`config.mk`:
```
export PLATFORM = sky130hd
export DESIGN_NAME = freq_sel_ctrl_flat
export DESIGN_NICKNAME = d
export VERILOG_FILES = /design/src/rtl/freq_sel_ctrl_pkg.sv /design/src/rtl/freq_sel_ctrl_if.sv /design/src/rtl/freq_sel_ctrl_btn_debounce.sv /design/src/rtl/freq_sel_ctrl.sv /design/src/flat_wrapper.sv
export SDC_FILE = /design/constraint.sdc
export NUM_CORES = 1
export LEC_CHECK = 0
export CORE_ASPECT_RATIO = 1.75
export CORE_MARGIN = 2
export CORE_UTILIZATION = 45
export DETAILED_ROUTE_END_ITERATION = 7
export HOLD_SLACK_MARGIN = 0.06
export PLACE_DENSITY = 0.71
export SYNTH_ARGS = -nofsm -noshare
export SYNTH_HDL_FRONTEND = slang
export SYNTH_SLANG_ARGS = --single-unit
```
`constraint.sdc`:
```
create_clock -name clk -period 7.15 [get_ports clk]
set_clock_uncertainty 0.2 [all_clocks]
set_input_delay 2.145 -clock clk [delete_from_list [all_inputs] [get_ports clk]]
set_output_delay 2.145 -clock clk [all_outputs]
set_load 0.005 [all_outputs]
```
`src/rtl/freq_sel_ctrl_pkg.sv`:
```
// Shared DPWM definitions: frequency index width/range and the
// frequency-select controller state encoding.
package freq_sel_ctrl_pkg;

    localparam int IDX_W = 3;

    typedef logic [IDX_W-1:0] idx_t;

    localparam idx_t IDX_MAX = 3'd7;
    localparam idx_t IDX_MIN = 3'd0;

    typedef enum logic {
        IDLE      = 1'b0,
        WAIT_EDGE = 1'b1
    } fsel_state_e;

    // Saturating step of the requested index; simultaneous up/down cancel.
    function automatic idx_t idx_step(idx_t cur, logic up, logic dn);
        idx_t nxt;
        nxt = cur;
        if (up && !dn && cur != IDX_MAX) begin
            nxt = cur + idx_t'(1);
        end else if (dn && !up && cur != IDX_MIN) begin
            nxt = cur - idx_t'(1);
        end
        return nxt;
    endfunction

endpackage

```
`src/rtl/freq_sel_ctrl_if.sv`:
```
// Signal bundle between the button/DPWM side and the frequency-select controller.
// The controller is the slave: it consumes buttons and DPWM status, drives the index.
interface freq_sel_ctrl_if;

    logic                               btn_up;
    logic                               btn_down;
    logic                               dpwm_en;
    logic                               period_end;
    freq_sel_ctrl_pkg::idx_t            outcont3;
    logic                               freq_load;
    logic                               pending;
    freq_sel_ctrl_pkg::fsel_state_e     state_dbg;

    modport slave (
        input  btn_up,
        input  btn_down,
        input  dpwm_en,
        input  period_end,
        output outcont3,
        output freq_load,
        output pending,
        output state_dbg
    );

    modport master (
        output btn_up,
        output btn_down,
        output dpwm_en,
        output period_end,
        input  outcont3,
        input  freq_load,
        input  pending,
        input  state_dbg
    );

endinterface

```
`src/rtl/freq_sel_ctrl_btn_debounce.sv`:
```
// Button front end: 2-flop synchronizer, stability-count debouncer and
// rising-edge detector producing a one-cycle press strobe.
module btn_debounce #(
    parameter int DEB_CYCLES = 50000
) (
    input  logic clk,
    input  logic rst_n,
    input  logic btn_raw,
    output logic press
);

    localparam logic [15:0] CNT_LAST = 16'(DEB_CYCLES - 1);

    logic        sync1_q, sync1_d;
    logic        sync2_q, sync2_d;
    logic        deb_q,   deb_d;
    logic [15:0] cnt_q,   cnt_d;
    logic        press_q, press_d;

    // The counter only runs while the synchronized level disagrees with the
    // accepted level, so any bounce back to the accepted level restarts it.
    always_comb begin
        sync1_d = btn_raw;
        sync2_d = sync1_q;
        deb_d   = deb_q;
        cnt_d   = cnt_q;
        if (sync2_q == deb_q) begin
            cnt_d = '0;
        end else if (cnt_q == CNT_LAST) begin
            deb_d = sync2_q;
            cnt_d = '0;
        end else begin
            cnt_d = cnt_q + 16'd1;
        end
        press_d = deb_d & ~deb_q;
    end

    always_ff @(posedge clk or negedge rst_n) begin
        if (!rst_n) begin
            sync1_q <= 1'b0;
            sync2_q <= 1'b0;
            deb_q   <= 1'b0;
            cnt_q   <= '0;
            press_q <= 1'b0;
        end else begin
            sync1_q <= sync1_d;
            sync2_q <= sync2_d;
            deb_q   <= deb_d;
            cnt_q   <= cnt_d;
            press_q <= press_d;
        end
    end

    assign press = press_q;

endmodule

```
`src/rtl/freq_sel_ctrl.sv`:
```
// Frequency-select controller: debounced up/down buttons adjust a requested
// index that is applied to outcont3 only at a PWM period boundary.
module freq_sel_ctrl
    import freq_sel_ctrl_pkg::*;
#(
    parameter int DEB_CYCLES = 50000,
    parameter int INIT_IDX   = 3
) (
    input  logic            clk,
    input  logic            rst_n,
    freq_sel_ctrl_if.slave  bus
);

    localparam idx_t INIT_V = idx_t'(INIT_IDX);

    logic        up_press;
    logic        dn_press;

    fsel_state_e state_q, state_d;
    idx_t        req_q,   req_d;
    idx_t        out_q,   out_d;
    logic        load_q,  load_d;

    btn_debounce #(.DEB_CYCLES(DEB_CYCLES)) u_deb_up (
        .clk     (clk),
        .rst_n   (rst_n),
        .btn_raw (bus.btn_up),
        .press   (up_press)
    );

    btn_debounce #(.DEB_CYCLES(DEB_CYCLES)) u_deb_dn (
        .clk     (clk),
        .rst_n   (rst_n),
        .btn_raw (bus.btn_down),
        .press   (dn_press)
    );

    // The applied value is req_d, so a press landing in the boundary cycle
    // is already folded in when outcont3 is updated.
    always_comb begin
        req_d   = idx_step(req_q, up_press, dn_press);
        state_d = state_q;
        out_d   = out_q;
        load_d  = 1'b0;
        case (state_q)
            IDLE: begin
                if (req_q != out_q) begin
                    state_d = WAIT_EDGE;
                end
            end
            WAIT_EDGE: begin
                if (!bus.dpwm_en || bus.period_end) begin
                    state_d = IDLE;
                    if (req_d != out_q) begin
                        out_d  = req_d;
                        load_d = 1'b1;
                    end
                end
            end
            default: state_d = IDLE;
        endcase
    end

    always_ff @(posedge clk or negedge rst_n) begin
        if (!rst_n) begin
            state_q <= IDLE;
            req_q   <= INIT_V;
            out_q   <= INIT_V;
            load_q  <= 1'b0;
        end else begin
            state_q <= state_d;
            req_q   <= req_d;
            out_q   <= out_d;
            load_q  <= load_d;
        end
    end

    assign bus.outcont3  = out_q;
    assign bus.freq_load = load_q;
    assign bus.pending   = (state_q == WAIT_EDGE);
    assign bus.state_dbg = state_q;

endmodule
```
`src/flat_wrapper.sv`:
```
// flat-port wrapper written by rule: the top's interface ports become plain ports
module freq_sel_ctrl_flat import freq_sel_ctrl_pkg::*;
#(
    parameter int DEB_CYCLES = 50000,
    parameter int INIT_IDX   = 3
)
  (clk, rst_n, bus_btn_up, bus_btn_down, bus_dpwm_en, bus_period_end, bus_outcont3, bus_freq_load, bus_pending, bus_state_dbg);
  freq_sel_ctrl_if bus_i ();
  input  logic clk;
  input  logic rst_n;
  input wire logic [$bits(bus_i.btn_up)-1:0] bus_btn_up;
  input wire logic [$bits(bus_i.btn_down)-1:0] bus_btn_down;
  input wire logic [$bits(bus_i.dpwm_en)-1:0] bus_dpwm_en;
  input wire logic [$bits(bus_i.period_end)-1:0] bus_period_end;
  output wire logic [$bits(bus_i.outcont3)-1:0] bus_outcont3;
  output wire logic [$bits(bus_i.freq_load)-1:0] bus_freq_load;
  output wire logic [$bits(bus_i.pending)-1:0] bus_pending;
  output wire logic [$bits(bus_i.state_dbg)-1:0] bus_state_dbg;
  assign bus_i.btn_up = bus_btn_up;
  assign bus_i.btn_down = bus_btn_down;
  assign bus_i.dpwm_en = bus_dpwm_en;
  assign bus_i.period_end = bus_period_end;
  assign bus_outcont3 = bus_i.outcont3;
  assign bus_freq_load = bus_i.freq_load;
  assign bus_pending = bus_i.pending;
  assign bus_state_dbg = bus_i.state_dbg;
  freq_sel_ctrl #(.DEB_CYCLES(DEB_CYCLES), .INIT_IDX(INIT_IDX)) u_core (.clk(clk), .rst_n(rst_n), .bus(bus_i));
endmodule
```
==> impl_results.md <==
- Via density per instance: ~5.3
- Initial antenna violation count: 0
- Final Hold Viols: 0
- Iter 0 DRT Violations: 36
- Area grow syn2layout: 11.05%
- Leak Pwr: about 1.1 nW
- Crit path setup slack, layout: between 3 and 4 ns
- Setup TNS Final: 0 ns
- Routed wire per std cell: 13.15 um
- CTS buffer count: 5
- Pre-CTS WS: approximately 3.6 ns
- Post-Layout Cell Count: approximately 280
- Synth top area share: 48.86%
- Clock-pin slew on the worst setup and hold paths: around 0.09 ns
- Hold_buf cts: 0
- GPL Wtd Cong: 0.7993
- IO Pins: 12
- RSZ-0062 raised after global routing: false
- Synthesized flop and latch total: between 40 and 50
- Top Family by Delay on Critical Path: flip-flops
- Clock Tree Root: clkbuf_8
- First drt pass iteration count: 4
- Critical path cell sequence: clkdlybuf4s50_1
- Largest net degree at the start of global routing: 49
- Slew margin rel.: 31.49%
- Post-CTS Setup Repair Bufs: 0
- Crit path capture type: primary output
- # resized after CTS: 0
- WP data arrival: between 1 and 1.5 ns
- Share of post-route cells with drive strength above 1: 8.370%
- Minimum clock period: 3.734 ns
- Worst slew pin tran: ~1 ns
- Max incr delay on CP: roughly 0.57 ns
- Die Y: ~100 um
- CTS sink cnt: 48
- Yosys cell types: 33
- First-pass GRT wire length: around 6500 um
- Syn avg cell area: between 10 and 15 um2
- Max Freq: ~0.27 GHz
- Area contributors post-synth: dfrtp_1 49%, xor2_1 9.3%, nor2_1 6.8%, dfstp_2 4.7%, xnor2_1 3.9%
- CTS tree: done
- Post-synth top area cell: dfrtp_1
- Gr usage total: 14.83%
- Nets: about 240
- Final setup fails: 0
- N_diodes: 0
- Critical path's slowest cell: dfstp_2
- Cell Area, Synth: 2253 um2
- DRT Wirelength: 3694 um
- Count of buffer and inverter cells on the critical path: 1
- Net Count, Synth: about 220
- Longest Clk Path Bufs: 2
- Worst skew pair latency: approximately 0.3 ns
- Post-DP HPWL: ~2600 um
- Dpl cells: between 200 and 300
- Routed Antenna Nets: 0
- Critical Path Fanout Max: 4
- PD cells: 183.5 nW/um2
- Final Max Tran Viols: 0
- Via count: approximately 1500
- Vias in the first global route: about 1500
- Die X-Extent: 57.49 um
- Crit share post-route: 52.22%
- Worst hold path class: reg -> reg
- Util after Layout: about half
- Crit path kind: reg -> out
- Htree depth: 2
- Starting Density: between 40% and 50%
- Std cell rows: 34
- IO buf count: 11
- Die ar.: 5612 um2
- Max-cap violation count: 0
- Mapped Cells: about 210
- Final Total Pwr: ~460 uW
- Yosys warns: 0
- Startpoint types: flop
- Sequential share of the synthesized area: between 50 and 60%
- Worst Path Required: 4.81 ns
- Residual DRC: 0
- Core box area: roughly 5000 um2
- Run status: finished clean
- Total gr overflow: 0
- VDD IR max: approximately 0.15 mV
## report_power, final
| group | switching (mW) | total (mW) | internal (mW) |
|---|---|---|---|
| clock network | 0.0873 | 0.166 | 0.0786 |
| logic | 0.00973 | 0.0148 | 0.00503 |
| registers | 0.00317 | 0.278 | 0.275 |
| total | 0.100 | 0.459 | 0.359 |
## layer usage
| layer | vias up | share of wire, % | GRT usage, % |
|---|---|---|---|
| met5 | - | 0 | 0 |
| li1 | 737 | - | - |
| met4 | 0 | 2.0 | 6.977 |
| met1 | 719 | 43 | 17.78 |
| met3 | 7 | 2.6 | 3.196 |
| met2 | 20 | 53 | 24.65 |
## area by class of cell
class	count	area, um2
Inverter	4	15.01
Clock buffer	7	86.33
Fill cell	439	2390
Tap cell	54	67.56
Sequential cell	48	1206
Timing Repair Buffer	11	105.1
Clock inverter	1	7.507
Multi-Input combinational cell	156	1015
## cells in the final DEF, fill, tap and decap left out, types with 5 or more instances in the layout
cell | netlist | final
and3_1 | 6 | 6
clkbuf_8 | 0 | 6
clkdlybuf4s50_1 | 0 | 10
dfrtp_1 | 44 | 44
ha_1 | 6 | 6
nand2_1 | 16 | 16
nand3_1 | 11 | 11
nand4_1 | 8 | 8
nor2_1 | 41 | 41
nor3_1 | 5 | 5
xnor2_1 | 10 | 10
xor2_1 | 24 | 24
## through the flow
stage / area (um2) / hold WS, ns
6_report: 2502 / 0.1522
5_1_grt: 2502 / 0.1674
4_1_cts: 2502 / 0.1553
3_5_place_dp: 2409 / 0.1370
3_3_place_gp: 2409 / 0.1336
2_1_floorplan: 2253 / 0.1312
## flip-flops by register name, summed over array words and instances (netlist names)
name,flops
u_core.u_deb_dn.cnt_q,16
u_core.u_deb_up.cnt_q,16
u_core.bus.outcont3,3
u_core.req_q,3
u_core.bus.freq_load,1
u_core.bus.pending,1
u_core.u_deb_dn.deb_q,1
u_core.u_deb_dn.press,1
u_core.u_deb_dn.sync1_q,1
u_core.u_deb_dn.sync2_q,1
u_core.u_deb_up.deb_q,1
u_core.u_deb_up.press,1
u_core.u_deb_up.sync1_q,1
u_core.u_deb_up.sync2_q,1
## worst paths after layout
| kind | startpoint | slack, ns | depth (start not counted) | endpoint |
|---|---|---|---|---|
| worst min-delay path | u_core.u_deb_dn.sync1_q$_DFF_PN0_ | 0.15 | 0 | u_core.u_deb_dn.sync2_q$_DFF_PN0_ |
| min in group asynchronous | rst_n | 1.82 | 1 | u_core.bus.pending$_DFF_PN0_ |
| worst max-delay path | u_core.bus.outcont3[1]$_DFFE_PN1P_ | 3.42 | 1 | bus_outcont3[1] |
| worst max register to register | u_core.req_q[0]$_DFF_PN1_ | 4.59 | 7 | u_core.bus.outcont3[0]$_DFFE_PN1P_ |
| max in group asynchronous | rst_n | 4.28 | 1 | u_core.u_deb_dn.cnt_q[3]$_DFF_PN0_ |
| worst min register to register | u_core.u_deb_dn.sync1_q$_DFF_PN0_ | 0.15 | 0 | u_core.u_deb_dn.sync2_q$_DFF_PN0_ |
## synthesized netlist by cell type, drive strengths merged
| master | instances |
|---|---|
| dfrtp | 44 |
| nor2 | 41 |
| xor2 | 24 |
| nand2 | 16 |
| nand3 | 11 |
| xnor2 | 10 |
| nand4 | 8 |
| and3 | 6 |
| ha | 6 |
| mux2 | 6 |
| nor3 | 5 |
| dfstp | 4 |
| inv | 4 |
| nor3b | 4 |
| o21ai | 4 |
| a21oi | 3 |
| buf | 3 |
| and4 | 2 |
| mux2i | 2 |
| nor2b | 2 |
| or3 | 2 |
| a211o | 1 |
| a22o | 1 |
| nand3b | 1 |
| o41a | 1 |
## kinds of logic (layout without fill, tap and decap cells)
group	after synthesis	count (layout)	synth area share, %
simple gates	98	98	21.21
mux	8	8	4.053
flops	48	48	53.53
xor+xnor	34	34	13.21
compound gates	10	10	3.220
buf+inv	7	23	1.444
fa+ha+maj	6	6	3.331
No activity file was read; power rests on OpenSTA's default activity.
